==> src/rtl/cordic_pkg.sv <==
// Shared constants, tag type and angle fold/unfold helpers for the CORDIC scheduler.
package cordic_pkg;

   localparam logic [16:0] ANGLE_90  = 17'd16384;
   localparam logic [16:0] ANGLE_180 = 17'd32768;
   localparam logic [16:0] ANGLE_360 = 17'd65536;
   localparam int          TAG_ID_W  = 4;

   typedef logic [1:0] quadrant_t;

   typedef struct packed {
      logic                valid;
      logic [TAG_ID_W-1:0] id;
      quadrant_t           q;
   } tag_t;

   // Map a full-turn angle onto 0..90 degrees; worked in 17 bits so 65536-theta is exact.
   function automatic logic [15:0] fold_angle(input logic [15:0] theta);
      logic [16:0] ext_s;
      logic [16:0] res_s;
      ext_s = {1'b0, theta};
      case (quadrant_t'(theta[15:14]))
         2'd0:    res_s = ext_s;
         2'd1:    res_s = ANGLE_180 - ext_s;
         2'd2:    res_s = ext_s - ANGLE_180;
         2'd3:    res_s = ANGLE_360 - ext_s;
         default: res_s = 17'd0;
      endcase
      return res_s[15:0];
   endfunction

   // Restore the signs of a first-quadrant sin/cos pair; returns {sin, cos}.
   function automatic logic [31:0] unfold_result(input quadrant_t q,
                                                 input logic [15:0] s,
                                                 input logic [15:0] c);
      logic [15:0] ns_s;
      logic [15:0] nc_s;
      ns_s = ~s + 16'd1;
      nc_s = ~c + 16'd1;
      case (q)
         2'd0:    return {s, c};
         2'd1:    return {s, nc_s};
         2'd2:    return {ns_s, nc_s};
         2'd3:    return {ns_s, c};
         default: return {s, c};
      endcase
   endfunction

endpackage

==> src/rtl/cordic_rr_arbiter.sv <==
// N-way round-robin arbiter: searches from last+1, pointer moves only on a grant.
module cordic_rr_arbiter #(
   parameter int N     = 4,
   parameter int IDX_W = $clog2(N)
) (
   input  logic             clk,
   input  logic             rst,
   input  logic [N-1:0]     valid,
   output logic [N-1:0]     grant,
   output logic [IDX_W-1:0] grant_idx,
   output logic             grant_any
);

   logic [IDX_W-1:0] last_r;
   logic [IDX_W:0]   sum_s;
   logic [IDX_W-1:0] cand_s;

   // Pick the first valid requester after last, wrapping modulo N.
   always_comb begin
      grant     = '0;
      grant_idx = '0;
      grant_any = 1'b0;
      sum_s     = '0;
      cand_s    = '0;
      for (int k = 1; k <= N; k++) begin
         sum_s = {1'b0, last_r} + (IDX_W+1)'(k);
         if (sum_s >= (IDX_W+1)'(N)) begin
            cand_s = IDX_W'(sum_s - (IDX_W+1)'(N));
         end else begin
            cand_s = IDX_W'(sum_s);
         end
         if (!grant_any && valid[cand_s]) begin
            grant[cand_s] = 1'b1;
            grant_idx     = cand_s;
            grant_any     = 1'b1;
         end else begin
            grant_any = grant_any;
         end
      end
   end

   // Remember the most recently served requester; N-1 after reset gives requester 0 priority.
   always_ff @(posedge clk) begin
      if (rst) begin
         last_r <= IDX_W'(N - 1);
      end else if (grant_any) begin
         last_r <= grant_idx;
      end else begin
         last_r <= last_r;
      end
   end

endmodule

==> src/rtl/cordic_scheduler.sv <==
// Round-robin front end sharing one pipelined CORDIC core; folds angles in, unfolds results out.
// Optional per-requester grant counters are enabled with CORDIC_SCHED_STATS_EN.
module cordic_scheduler
   import cordic_pkg::*;
#(
   parameter int N_REQ = 4,
   parameter int LAT   = 13,
   parameter int W     = 16,
   parameter int IDX_W = $clog2(N_REQ)
) (
   input  logic                 clk,
   input  logic                 rst,
`ifdef CORDIC_SCHED_STATS_EN
   input  logic [IDX_W-1:0]     stat_sel,
   output logic [31:0]          stat_grants,
`endif
   input  logic [N_REQ-1:0]     req_valid,
   input  logic [N_REQ*W-1:0]   req_theta,
   output logic [N_REQ-1:0]     req_ready,
   output logic [W-1:0]         cordic_theta,
   input  logic [W-1:0]         cordic_sin,
   input  logic [W-1:0]         cordic_cos,
   output logic                 res_valid,
   output logic [IDX_W-1:0]     res_id,
   output logic [W-1:0]         res_sin,
   output logic [W-1:0]         res_cos,
   output logic                 busy
);

   logic [N_REQ-1:0] grant_s;
   logic [IDX_W-1:0] grant_idx_s;
   logic             accept_s;
   logic [W-1:0]     sel_theta_s;
   tag_t             new_tag_s;
   tag_t             tag_r [0:LAT];
   logic [31:0]      unf_s;
   logic             id_unused_s;

   cordic_rr_arbiter #(.N(N_REQ), .IDX_W(IDX_W)) u_arb (
      .clk       (clk),
      .rst       (rst),
      .valid     (req_valid),
      .grant     (grant_s),
      .grant_idx (grant_idx_s),
      .grant_any (accept_s)
   );

   assign req_ready   = grant_s;
   assign id_unused_s = ^tag_r[LAT].id;

   // Select the granted angle and build the tag that travels beside the core.
   always_comb begin
      sel_theta_s = req_theta[grant_idx_s*W +: W];
      if (accept_s) begin
         new_tag_s = '{valid: 1'b1, id: TAG_ID_W'(grant_idx_s), q: sel_theta_s[15:14]};
      end else begin
         new_tag_s = '0;
      end
   end

   // Drive the core with the folded angle, or zero when nothing is accepted.
   always_ff @(posedge clk) begin
      if (rst) begin
         cordic_theta <= '0;
      end else if (accept_s) begin
         cordic_theta <= fold_angle(sel_theta_s);
      end else begin
         cordic_theta <= '0;
      end
   end

   // Free-running tag shift register aligned with the core latency.
   always_ff @(posedge clk) begin
      if (rst) begin
         for (int k = 0; k <= LAT; k++) begin
            tag_r[k] <= '0;
         end
      end else begin
         tag_r[0] <= new_tag_s;
         for (int k = 1; k <= LAT; k++) begin
            tag_r[k] <= tag_r[k-1];
         end
      end
   end

   // Sign-correct the core output using the quadrant carried in the last tag.
   always_comb begin
      unf_s = unfold_result(tag_r[LAT].q, cordic_sin, cordic_cos);
   end

   // Register tagged results; data holds between strobes.
   always_ff @(posedge clk) begin
      if (rst) begin
         res_valid <= 1'b0;
         res_id    <= '0;
         res_sin   <= '0;
         res_cos   <= '0;
      end else if (tag_r[LAT].valid) begin
         res_valid <= 1'b1;
         res_id    <= tag_r[LAT].id[IDX_W-1:0];
         res_sin   <= unf_s[31:16];
         res_cos   <= unf_s[15:0];
      end else begin
         res_valid <= 1'b0;
         res_id    <= res_id;
         res_sin   <= res_sin;
         res_cos   <= res_cos;
      end
   end

   // Busy while any tag stage still holds an issued angle.
   always_comb begin
      busy = 1'b0;
      for (int k = 0; k <= LAT; k++) begin
         busy = busy | tag_r[k].valid;
      end
   end

`ifdef CORDIC_SCHED_STATS_EN
   logic [31:0] cnt_r [N_REQ];

   // Saturating acceptance counters, one per requester.
   always_ff @(posedge clk) begin
      if (rst) begin
         for (int i = 0; i < N_REQ; i++) begin
            cnt_r[i] <= 32'd0;
         end
      end else begin
         for (int i = 0; i < N_REQ; i++) begin
            if (accept_s && (32'(grant_idx_s) == i) && (cnt_r[i] != 32'hFFFF_FFFF)) begin
               cnt_r[i] <= cnt_r[i] + 32'd1;
            end else begin
               cnt_r[i] <= cnt_r[i];
            end
         end
      end
   end

   // Registered read-out of the selected counter.
   always_ff @(posedge clk) begin
      if (rst) begin
         stat_grants <= 32'd0;
      end else if (32'(stat_sel) < N_REQ) begin
         stat_grants <= cnt_r[stat_sel];
      end else begin
         stat_grants <= 32'd0;
      end
   end
`endif

endmodule
==> config.mk <==
export PLATFORM = sky130hd
export DESIGN_NAME = cordic_scheduler
export DESIGN_NICKNAME = d
export VERILOG_FILES = /design/src/rtl/cordic_pkg.sv /design/src/rtl/cordic_rr_arbiter.sv /design/src/rtl/cordic_scheduler.sv
export SDC_FILE = /design/constraint.sdc
export NUM_CORES = 1
export LEC_CHECK = 0
export ABC_AREA = 1
export CAP_MARGIN = 20
export CORE_MARGIN = 3
export CORE_UTILIZATION = 50
export DETAILED_ROUTE_END_ITERATION = 7
export DONT_BUFFER_PORTS = 1
export PLACE_DENSITY = 0.68
export SLEW_MARGIN = 20
export SYNTH_ARGS = -nofsm -noshare
export SYNTH_HDL_FRONTEND = slang
export SYNTH_SLANG_ARGS = --single-unit
export TNS_END_PERCENT = 10
==> constraint.sdc <==
create_clock -name clk -period 3.1 [get_ports clk]
set_input_delay 0.93 -clock clk [delete_from_list [all_inputs] [get_ports clk]]
set_output_delay 0.93 -clock clk [all_outputs]
set_load 0.005 [all_outputs]
==> run summary <==
run status = completed
Avg Vias per Cell = 5.15
final setup violation count = 0
Synth top area share = 0.433
IO Port Bufs = 0
Post-synth EDFFs = 0
CTS tree = built
initial antenna violation count = 0
fin nets = 905
area leader, netlist = dfxtp_1
RSZ-0062 raised after global routing = no
CP Max Fanout = 12
number of global-route vias before repair = 4,727
Hold WS = 0.396 ns
routed length per instance = 13.3 µm
drc violations = 0
Least-Margin Pin Slew = 0.544 ns
GR Overflow Total = 0
CP startpoint = u_arb.last_r[0]
total die area = 12,700 µm²
Arrival @ worst endpoint = 2.05 ns
Top Metal Used = met4
Worst setup SP type = flop
Final min period = 2.98 ns
maxcap violations = 0
Via Count = 4,868
Layout area overhead = 13.7%
most common flop cell mapped by yosys = dfxtp_1
final hold vios = 0
GPL Wtd Cong = 0.861
Mapped Area = 5680 µm²
setup TNS = 0 ns
fin crit share = 0.962
share of layout cells above drive strength 1 = 0.108
CTS Root Cell = clkbuf_16
Sink Count = 123
Commonest cells post-synth = 133 x nand2_1, 123 x dfxtp_1, 120 x inv_1, 120 x nor2_1, 79 x nand3_1
synthesized flop and latch total = 123
fillers = 1,013
worst min-delay path class = reg -> reg
clock skew = 0.00754 ns
Peak supply drop = 1.40 mV
Synth Warn # = 0
pin count of the biggest net entering global routing = 72
DR WL met3 = 1.15 mm
Setup crit end kind = primary output
Detailed Place HPWL = 9.32 mm
io pins = 158
Initial DRC Count = 239
metal2 WL = 6.12 mm
hold path start = tag_r[0][17]
reg2reg start = u_arb.last_r[0]
Slew Viols, Final = 0
most common cell in the netlist = nand2_1
FP Rows = 38
Cells after Synth = 789
Synth area leaders = dfxtp_1 43%, nand2_1 8.8%, inv_1 7.9%
clk buf depth = 2
Synth cell types = 41
drt pass-1 iters = 5
chip width = 113 µm
Synth async-reset ratio = 0
die height = 113 µm
fmax = 335 MHz
PwrDens = 1210 nW/µm²
R2R Setup Slk = 0.31 ns
Routed WL = 12.6 mm
ANT cells = 0
gr usage total = 0.203
Metal-1 WL = 5.05 mm
# H-tree levels = 4
Lkg Pwr = 2.91 nW
CP required = 2.17 ns
first-pass GRT wire length = 21.0 mm
Seq/Total Area, Yosys = 0.433
Routed Antenna Nets = 0
Syn Nets = 902
Syn Area/Cell = 7.20 µm²
multi-input combinational cell area = 2590 µm²
Hold Buf Count CTS = 0
critical path class = reg -> out
CORE AREA = 11,000 µm²
Worst-path clk slew = 0.06 ns
Num CTS Buffers = 17
Reg area = 2460 µm²
Initial Util = 0.517
Max-slew headroom = 0.637
Clock Latency Late Sink = 0.40 ns
cell usage in the layout (no fill, tap or decap), drive strengths merged, types with 4 or more instances in the layout:
| cell | synthesis | final |
|---|---|---|
| o211ai | 7 | 7 |
| o221ai | 10 | 10 |
| a21oi | 35 | 35 |
| nand2 | 151 | 151 |
| nor3 | 5 | 5 |
| clkbuf | 19 | 19 |
| clkinvlp | 0 | 4 |
| o21ai | 42 | 42 |
| or2 | 4 | 4 |
| dfxtp | 123 | 123 |
| nor2 | 123 | 123 |
| clkinv | 1 | 6 |
| nand3 | 83 | 83 |
| inv | 124 | 125 |
| buf | 14 | 17 |
| ha | 11 | 11 |
| xor2 | 13 | 13 |
| xnor2 | 7 | 7 |
power breakdown:
group | internal (W) | switching (W) | leakage, nW | total, W
Combinational | 0.00137 | 0.00265 | 1.62 | 0.00401
Sequential | 0.00174 | 0.0000700 | 0.998 | 0.00181
Clock | 0.00131 | 0.000704 | 0.293 | 0.00202
critical path: stages, from the launching register on:
cell and delay, ns:
dfxtp_2 0.36, inv_6 0.07, ha_4 0.30, nand3_2 0.12
nand2_4 0.14, nor2_1 0.07, nand2_1 0.14, inv_1 0.09
a221oi_2 0.22, o21ai_1 0.12
path summary, 6_finish.rpt:
path | end | depth (start not counted)
worst max-delay path | req_ready[3] | 9
worst min-delay path | tag_r[0][24] | 2
worst max register to register | cordic_theta[12] | 20
worst min register to register | tag_r[0][24] | 2
layout make-up:
class | instances | area share
Clock buffer | 19 | 0.0701
Inverter | 125 | 0.0734
Tap cell | 140 | 0.0271
Multi-Input combinational cell | 508 | 0.400
Sequential cell | 123 | 0.381
Clock inverter | 13 | 0.0259
Timing Repair Buffer | 17 | 0.0217
per-layer routing:
layer / track usage / vias to the layer above
li1: - / 2496
met1: 0.220 / 2157
met2: 0.346 / 195
met3: 0.0744 / 20
met4: 0.103 / 0
met5: 0 / -
through the flow:
step	std cells	total power, W	instance area [µm²]	util	setup slack (ns)
global placement	913	0.00568	5820	0.530	0.109
finish	945	0.00784	6460	0.588	0.118
detailed placement	913	0.00579	5820	0.530	0.000917
CTS	945	0.00784	6440	0.587	0.0346
floorplan	789	0.00507	5680	-	0.318
global route	945	0.00854	6460	0.588	0.0105
flip-flops by register name, summed over array words and instances (netlist names):
name / cells
res_cos: 16
u_arb.last_r: 2
res_sin: 16
res_id: 2
res_valid: 1
cordic_theta: 16
tag_r: 70
kinds of logic after synthesis:
logic type / synth area share
AOI/OAI and AO/OA: 0.109
other: 0.000660
adders and majority gates: 0.0242
xor gates and xnor gates: 0.0308
DFF: 0.433
buffers and inverters: 0.115
and+or+nand+nor: 0.286
repair_timing:
action,in CTS,in global routing
gates cloned,0,0
endpoints found under the setup margin,2,9
hold endpoints to repair,0,0
setup buffers,0,0
gates resized for setup,3,3
Power figures use the tool's default switching activity.
